==> src/rtl/osd_regs_pkg.sv <==
// Shared definitions for the OSD register bank: register offsets, field positions,
// commit FSM encoding and the live-overlay struct. Optional feature macro: OSD_IRQ_EN.
package osd_regs_pkg;

  localparam logic [7:0] OFF_CTRL      = 8'h00;
  localparam logic [7:0] OFF_POS       = 8'h04;
  localparam logic [7:0] OFF_COLOR     = 8'h08;
  localparam logic [7:0] OFF_STATUS    = 8'h0C;
  localparam logic [7:0] OFF_FRAME_CNT = 8'h10;
  localparam logic [7:0] OFF_IRQ_EN    = 8'h14;
  localparam logic [7:0] OFF_VERSION   = 8'h18;
  localparam logic [7:0] OFF_TEXT_PTR  = 8'h1C;
  localparam logic [7:0] OFF_TEXT_DATA = 8'h20;

  localparam int CTRL_EN_BIT       = 0;
  localparam int CTRL_COMMIT_BIT   = 1;
  localparam int STATUS_PEND_BIT   = 0;
  localparam int STATUS_FDONE_BIT  = 1;
  localparam int IRQ_EN_FDONE_BIT  = 1;

  localparam int POS_W   = 16;
  localparam int COLOR_W = 24;
  localparam int ALPHA_W = 8;

  localparam logic [31:0] VERSION_DEFAULT = 32'h0001_0000;

  typedef enum logic [0:0] {
    ST_IDLE    = 1'b0,
    ST_PENDING = 1'b1
  } commit_state_t;

  typedef struct packed {
    logic               en;
    logic [POS_W-1:0]   x;
    logic [POS_W-1:0]   y;
    logic [COLOR_W-1:0] color;
    logic [ALPHA_W-1:0] alpha;
  } osd_live_t;

endpackage

==> src/rtl/osd_shadow_ctrl.sv <==
// Commit FSM for the OSD overlay: a commit request arms PENDING, and the next frame start
// copies the staging set into the live set. Current state is exposed on o_state.
module osd_shadow_ctrl
  import osd_regs_pkg::*;
(
  input  logic          i_clk,
  input  logic          i_rst_n,
  input  logic          i_commit,
  input  logic          i_frame_start,
  input  osd_live_t     i_stage,
  output osd_live_t     o_live,
  output logic          o_pending,
  output commit_state_t o_state
);

  commit_state_t r_state;
  osd_live_t     r_live;

  // A commit arriving together with a frame start only arms the FSM; the copy
  // waits for the following frame start so the frame sees a consistent set.
  always_ff @(posedge i_clk) begin
    if (!i_rst_n) begin
      r_state <= ST_IDLE;
      r_live  <= '0;
    end else begin
      case (r_state)
        ST_IDLE: begin
          if (i_commit) r_state <= ST_PENDING;
        end
        ST_PENDING: begin
          if (i_frame_start) begin
            r_live  <= i_stage;
            r_state <= ST_IDLE;
          end
        end
        default: r_state <= ST_IDLE;
      endcase
    end
  end

  assign o_live    = r_live;
  assign o_pending = (r_state == ST_PENDING);
  assign o_state   = r_state;

endmodule

==> src/rtl/osd_reg_bank.sv <==
// OSD register bank behind the AXI4-Lite adapter: staging/live overlay registers, frame counter,
// W1C frame_done status and an auto-incrementing text RAM write port. Macro OSD_IRQ_EN adds IRQ_EN/irq_o.
module osd_reg_bank
  import osd_regs_pkg::*;
#(
  parameter int          TEXT_AW = 8,
  parameter int          DEC_W   = 8,
  parameter logic [31:0] VERSION = VERSION_DEFAULT
) (
  input  logic               aclk,
  input  logic               aresetn,
  input  logic               mem_wr_valid,
  input  logic [31:0]        mem_wr_addr,
  input  logic [31:0]        mem_wr_data,
  input  logic [31:0]        mem_rd_addr,
  output logic [31:0]        mem_rd_data,
  input  logic               frame_start_i,
  output logic               osd_en_o,
  output logic [15:0]        osd_x_o,
  output logic [15:0]        osd_y_o,
  output logic [23:0]        osd_color_o,
  output logic [7:0]         osd_alpha_o,
  output logic               text_we_o,
  output logic [TEXT_AW-1:0] text_addr_o,
  output logic [31:0]        text_data_o,
  output logic               irq_o
);

  logic [DEC_W-1:0] w_wr_off;
  logic [DEC_W-1:0] w_rd_off;
  logic             w_wr_ctrl;
  logic             w_wr_pos;
  logic             w_wr_color;
  logic             w_wr_status;
  logic             w_wr_tptr;
  logic             w_wr_tdata;
  logic             w_commit;
  logic             w_pending;
  logic             w_irq_en;
  logic [31:0]      w_rd_data;
  osd_live_t        w_live;
  commit_state_t    w_commit_state;
  logic             w_unused;

  osd_live_t          r_stage;
  logic [31:0]        r_frame_cnt;
  logic               r_frame_done;
  logic [TEXT_AW-1:0] r_text_ptr;
  logic               r_text_we;
  logic [TEXT_AW-1:0] r_text_addr;
  logic [31:0]        r_text_data;

  assign w_wr_off    = mem_wr_addr[DEC_W-1:0];
  assign w_rd_off    = mem_rd_addr[DEC_W-1:0];
  assign w_wr_ctrl   = mem_wr_valid && (w_wr_off == DEC_W'(OFF_CTRL));
  assign w_wr_pos    = mem_wr_valid && (w_wr_off == DEC_W'(OFF_POS));
  assign w_wr_color  = mem_wr_valid && (w_wr_off == DEC_W'(OFF_COLOR));
  assign w_wr_status = mem_wr_valid && (w_wr_off == DEC_W'(OFF_STATUS));
  assign w_wr_tptr   = mem_wr_valid && (w_wr_off == DEC_W'(OFF_TEXT_PTR));
  assign w_wr_tdata  = mem_wr_valid && (w_wr_off == DEC_W'(OFF_TEXT_DATA));
  assign w_commit    = w_wr_ctrl && mem_wr_data[CTRL_COMMIT_BIT];

  always_ff @(posedge aclk) begin
    if (!aresetn) begin
      r_stage      <= '0;
      r_frame_cnt  <= '0;
      r_frame_done <= 1'b0;
      r_text_ptr   <= '0;
      r_text_we    <= 1'b0;
      r_text_addr  <= '0;
      r_text_data  <= '0;
    end else begin
      if (w_wr_ctrl) r_stage.en <= mem_wr_data[CTRL_EN_BIT];
      if (w_wr_pos) begin
        r_stage.x <= mem_wr_data[15:0];
        r_stage.y <= mem_wr_data[31:16];
      end
      if (w_wr_color) begin
        r_stage.color <= mem_wr_data[23:0];
        r_stage.alpha <= mem_wr_data[31:24];
      end
      if (frame_start_i) r_frame_cnt <= r_frame_cnt + 32'd1;
      // A new frame outranks a software clear landing on the same edge.
      if (frame_start_i) begin
        r_frame_done <= 1'b1;
      end else if (w_wr_status && mem_wr_data[STATUS_FDONE_BIT]) begin
        r_frame_done <= 1'b0;
      end
      r_text_we <= w_wr_tdata;
      if (w_wr_tdata) begin
        r_text_addr <= r_text_ptr;
        r_text_data <= mem_wr_data;
        r_text_ptr  <= r_text_ptr + TEXT_AW'(1);
      end else if (w_wr_tptr) begin
        r_text_ptr <= mem_wr_data[TEXT_AW-1:0];
      end
    end
  end

`ifdef OSD_IRQ_EN
  logic r_irq_en;
  logic r_irq;

  always_ff @(posedge aclk) begin
    if (!aresetn) begin
      r_irq_en <= 1'b0;
      r_irq    <= 1'b0;
    end else begin
      if (mem_wr_valid && (w_wr_off == DEC_W'(OFF_IRQ_EN))) begin
        r_irq_en <= mem_wr_data[IRQ_EN_FDONE_BIT];
      end
      r_irq <= r_frame_done && r_irq_en;
    end
  end

  assign w_irq_en = r_irq_en;
  assign irq_o    = r_irq;
`else
  assign w_irq_en = 1'b0;
  assign irq_o    = 1'b0;
`endif

  osd_shadow_ctrl u_shadow (
    .i_clk         (aclk),
    .i_rst_n       (aresetn),
    .i_commit      (w_commit),
    .i_frame_start (frame_start_i),
    .i_stage       (r_stage),
    .o_live        (w_live),
    .o_pending     (w_pending),
    .o_state       (w_commit_state)
  );

  always_comb begin
    w_rd_data = '0;
    case (w_rd_off)
      DEC_W'(OFF_CTRL):      w_rd_data[CTRL_EN_BIT] = r_stage.en;
      DEC_W'(OFF_POS):       w_rd_data = {r_stage.y, r_stage.x};
      DEC_W'(OFF_COLOR):     w_rd_data = {r_stage.alpha, r_stage.color};
      DEC_W'(OFF_STATUS): begin
        w_rd_data[STATUS_PEND_BIT]  = w_pending;
        w_rd_data[STATUS_FDONE_BIT] = r_frame_done;
      end
      DEC_W'(OFF_FRAME_CNT): w_rd_data = r_frame_cnt;
`ifdef OSD_IRQ_EN
      DEC_W'(OFF_IRQ_EN):    w_rd_data[IRQ_EN_FDONE_BIT] = w_irq_en;
`endif
      DEC_W'(OFF_VERSION):   w_rd_data = VERSION;
      DEC_W'(OFF_TEXT_PTR):  w_rd_data[TEXT_AW-1:0] = r_text_ptr;
      default:               w_rd_data = '0;
    endcase
  end

  assign mem_rd_data = w_rd_data;
  assign osd_en_o    = w_live.en;
  assign osd_x_o     = w_live.x;
  assign osd_y_o     = w_live.y;
  assign osd_color_o = w_live.color;
  assign osd_alpha_o = w_live.alpha;
  assign text_we_o   = r_text_we;
  assign text_addr_o = r_text_addr;
  assign text_data_o = r_text_data;

  assign w_unused = &{1'b0, mem_wr_addr[31:DEC_W], mem_rd_addr[31:DEC_W], w_commit_state, w_irq_en};

endmodule
==> config.mk <==
export PLATFORM = sky130hd
export DESIGN_NAME = osd_reg_bank
export DESIGN_NICKNAME = d
export VERILOG_FILES = /design/src/rtl/osd_regs_pkg.sv /design/src/rtl/osd_shadow_ctrl.sv /design/src/rtl/osd_reg_bank.sv
export SDC_FILE = /design/constraint.sdc
export NUM_CORES = 1
export LEC_CHECK = 0
export ABC_AREA = 1
export BUFFER_PORTS_ARGS = -buffer_cell sky130_fd_sc_hd__buf_2
export CORE_ASPECT_RATIO = 0.5
export CORE_UTILIZATION = 58
export CTS_CLUSTER_DIAMETER = 200
export DETAILED_ROUTE_END_ITERATION = 12
export PLACE_DENSITY = 0.86
export SETUP_SLACK_MARGIN = 0.02
export SYNTH_ARGS = -nofsm -noshare
export SYNTH_HDL_FRONTEND = slang
export SYNTH_HIERARCHICAL = 1
export SYNTH_SLANG_ARGS = --single-unit
==> constraint.sdc <==
create_clock -name aclk -period 2.3 [get_ports aclk]
set_input_delay 0 -clock aclk [delete_from_list [all_inputs] [get_ports aclk]]
set_output_delay 0 -clock aclk [all_outputs]
set_load 0.005 [all_outputs]
Word-level counts from Yosys, hierarchy flattened
Index checks and enable logic that the tools add are counted.
{"block": "classes", "addsub": 2, "n_eq_ne": 11, "n_mux": 11, "n_bitwise": 1, "reduce_logical": 13}
{"op": "24-bit one-hot mux with 4 select lines", "count": 1}
{"op": "32-bit by 1-bit adder with 32-bit output, second input constant", "count": 1}
{"op": "8-bit by 4-bit == test with 1-bit output, second input constant", "count": 4}
{"op": "8-bit by 5-bit == test with 1-bit output, second input constant", "count": 4}
{"op": "6-bit one-hot mux with 4 select lines", "count": 1}
{"op": "8-bit by 3-bit == test with 1-bit output, second input constant", "count": 2}
{"op": "8-bit logical NOT", "count": 2}
{"op": "8-bit two-way mux", "count": 2}
{"op": "8-bit by 1-bit adder with 8-bit output, second input constant", "count": 1}
{"op": "8-bit by 6-bit == test with 1-bit output, second input constant", "count": 1}
{"op": "1-bit logical AND", "count": 8}
{"op": "1-bit one-hot mux with 6 select lines", "count": 1}
{"op": "1-bit one-hot mux with 5 select lines", "count": 1}
{"op": "1-bit two-way mux", "count": 4}
{"op": "2-bit nonzero test", "count": 2}
{"op": "1-bit one-hot mux with 2 select lines", "count": 1}
{"op": "2-bit AND reduction", "count": 1}
{"op": "1-bit NOT", "count": 1}
{"block": "totals", "reg_bits": 213, "inputBits": 100, "output_inout_bits": 139, "wordCells": 55}

Depth between registers and ports, before layout
{"block": "depth", "word_depth": 5, "ltp_mapped": 9}

Hierarchy
The synthesis kept the hierarchy.
{"module": "osd_reg_bank", "instances": 1, "cells_per_inst": 961, "area_per_inst_um2": 6890.4, "seq_area_each_um2": 2942.8}
{"module": "osd_shadow_ctrl", "instances": 1, "cells_per_inst": 417, "area_per_inst_um2": 2700.1, "seq_area_each_um2": 1321.3}

Least setup slack after synthesis
OpenSTA, ideal clock, no wires.
{"block": "synth_timing", "path_type": "register to register", "start": "register r_frame_cnt[0]", "end": "register r_frame_cnt[12]", "setup_time_ns": 0.115, "arrival_time_ns": 1.235, "setup_slack_ns": 0.950, "path_stages_with_launch": 7, "path_buffers": 0, "synth_period_minus_slack_ns": 1.350, "cell_sequence": "dfxtp_1 ha_1 nand4_1 nor3b_2 nand3_1 nand2_1 nor2_1"}
{"block": "synth_between", "elab_chain_cells": 1}
{"element": "from (decl)", "line": "osd_reg_bank.sv:46", "rtl": "logic [31:0] r_frame_cnt;"}
{"element": "from (signal assigned)", "line": "osd_reg_bank.sv:82", "rtl": "if (frame_start_i) r_frame_cnt <= r_frame_cnt + 32'd1;"}
{"element": "32-bit by 1-bit adder with 32-bit output", "line": "osd_reg_bank.sv:82"}
Every way passes these cells.
A chain may end at the register's enable or synchronous reset.

Worst setup path after layout
{"block": "layout_timing", "start": "input mem_wr_addr[7]", "end": "register r_stage[8] (netlist name)"}
{"block": "layout_between", "elab_chain_cells": 2}
{"element": "from (decl)", "line": "osd_reg_bank.sv:13", "rtl": "input logic [31:0] mem_wr_addr,"}
{"element": "8-bit by 4-bit == test with 1-bit output", "line": "osd_reg_bank.sv:57", "rtl": "assign w_wr_color = mem_wr_valid && (w_wr_off == DEC_W'(OFF_COLOR));"}
{"element": "1-bit logical AND", "line": "osd_reg_bank.sv:57"}
{"element": "to (decl)", "line": "osd_reg_bank.sv:45", "rtl": "osd_live_t r_stage;"}
Every way passes these cells.

==> results.yml <==
global_routing:
  grt_pass1_wl_mm: 45.1
  use_met2_pct: 52.7
  grt_max_degree: 89
  top_usage_layer: "met2"
  grt_usage_pct: 33.0
  overflow: 0
  antenna_found_initial: 1
  grtUsageMet3_pct: 7.59
  grtUsageMet1_pct: 43.2
  grt_pass1_vias: 9002
timing:
  setup_tns_ns: 0
  finClkSkew_ns: 0.0152
  setup_viol: 0
  rsz0062_at_grt: "false"
  setup_ws_ns: 0.283
  relSlewSlack_pct: 53.0
  layout_min_cycle_time_ns: 2.02
  fmax_mhz: 496
  worstMarginPinSlew_ns: 0.704
  maxSlewViolCount: 0
  hold_viol: 0
  post-route-period-util_pct: 87.7
  holdWs_ns: 0.0288
die:
  die_y_um: 92.9
  die_area_um2: 17100
  start_util_pct: 60.7
  rows: 32
  coreArea_um2: 15800
  ioPinCount: 239
  die_width_um: 184
power:
  seqPwrFrac_pct: 50.2
  p_sw_w: 0.00160
  power_frac_clock_pct: 45.7
  irDropWorstVdd_v: 0.000462
  p_comb_share_pct: 4.1
  p_int_w: 0.00578
  power_leakage_nw: 5.94
  switching_share_pct: 21.7
  pwr_density_cell_nw_per_um2: 635
drt:
  routed_via_density: 5.54
  first_iter_violations: 1136
  drcViolationCount: 0
  wire_per_inst_um: 15.7
  ant_nets: 0
  vias: 10000
  wirelength_mm: 28.4
  drt_first_pass_iters: 7
clock_network:
  cts_buffer_depth: 3
  clock-sinks: 213
  cts-htree-levels: 1
  cts-root-buf: "clkbuf_16"
  numCtsBuffers: 20
  cts_resized: 0
  clk_pin_slew_ns: 0.06
  clock_latency_ns: 0.50
  cts_tree: "done"
synth:
  syn_inst: 1377
  syn_area_um2: 9580
  yosys_warnings: 6
  synth_area_per_cell_um2: 6.96
  synth_fp_nets: 1479
flow_run:
  maxCapViolCount: 0
setup_path:
  crit_type: "input port to register"
  crit_required_ns: 2.73
  crit_path_end_kind: "register"
  cp-start-kind: "input port"
  cp_max_fo: 4
  cp_data_arrival_time_ns: 2.45
cells_and_area:
  final_common_cell: "nand2_1"
  nFillCells: 1142
  syn_to_final_growth_pct: 21.5
  design_area_um2: 11600
  register_area_um2: 4260
  multi_input_area_um2: 4310
  layout-drive-gt1-share_pct: 18.9
  diodes: 0
  final_nets: 1674
  final_cell_mix: "nand2_1, nor2_1, dfxtp_1, buf_2, inv_1"
  fin_cells: 1805
outcome:
  status: "complete, no violations"
placed_design:
  post-place-ws_ns: 0.658
  finalWeightedCongestion: 0.950
  post_dp_cell_area_um2: 10600
  io_buffers: 189
  dp.cells: 1729
  hpwl_mm: 18.6
hold_path:
  min_path_type: "input port to register"
## flip-flops by register name, summed over array words and instances, names as in the netlist
signal / flops
r_stage: 65
u_shadow/o_live: 65
r_frame_cnt: 32
text_data_o: 32
r_text_ptr: 8
text_addr_o: 8
r_frame_done: 1
text_we_o: 1
u_shadow/o_pending: 1
## path summary, 6_finish.rpt
| kind | startpoint | endpoint | slack (ns) | cells after the start |
|---|---|---|---|---|
| hold reg to reg | text_addr_o[0]$_SDFFE_PN0P_ | text_addr_o[0]$_SDFFE_PN0P_ | 0.47 | 2 |
| setup reg to reg | r_frame_cnt[0]$_SDFFE_PN0P_ | r_frame_cnt[12]$_SDFFE_PN0P_ | 0.47 | 6 |
| hold / removal | mem_wr_addr[2] | r_stage[47]$_SDFFE_PN0P_ | 0.03 | 4 |
| setup / recovery | mem_wr_addr[7] | r_stage[8]$_SDFFE_PN0P_ | 0.28 | 9 |
## repair_timing
action / CTS / global route
endpoints found under the hold margin: 129 / 0
hold buffers: 42 / 0
setup buffers: 0 / 0
## through the flow
| stage | power, W | util [%] |
|---|---|---|
| finish | 0.00739 | 73.8 |
| global route | 0.00761 | 73.8 |
| CTS | 0.00739 | 73.8 |
| detailed placement | 0.00402 | 66.9 |
| global placement | 0.00401 | 66.9 |
| floorplan | 0.00392 | - |
## final cells by class
type                    instances  share of cell area (%)
inverters                     160                    5.16
well taps                     221                    2.38
clock buffers                  29                    5.29
multi-input cells             932                    37.0
clock inverters                 5                   0.462
flip-flops and latches        213                    36.6
repair buffers                245                    13.1
## per-layer routing
layer,share of wire [%],up-vias
li1,-,4705
met1,41,4583
met2,44,600
met3,11,112
met4,3.2,0
met5,0,-
## power by group through the flow
| stage | clock network, W | registers, W | logic, W |
|---|---|---|---|
| 2_1_floorplan | 0 | 0.00379 | 0.000133 |
| 3_3_place_gp | 0 | 0.00379 | 0.000224 |
| 3_5_place_dp | 0 | 0.00379 | 0.000232 |
| 4_1_cts | 0.00340 | 0.00371 | 0.000287 |
| 5_1_grt | 0.00358 | 0.00371 | 0.000321 |
| 6_report | 0.00338 | 0.00371 | 0.000302 |
## worst max-delay path, cell delays in order
cell and delay [ns]:
dlygate4sd3_1 0.54, buf_2 0.14, nor2_2 0.13, dlygate4sd3_1 0.58
nand3_2 0.13, inv_2 0.12, nand2_2 0.08, dlygate4sd3_1 0.57
a21oi_1 0.15
(Power assumes the default switching activity.)
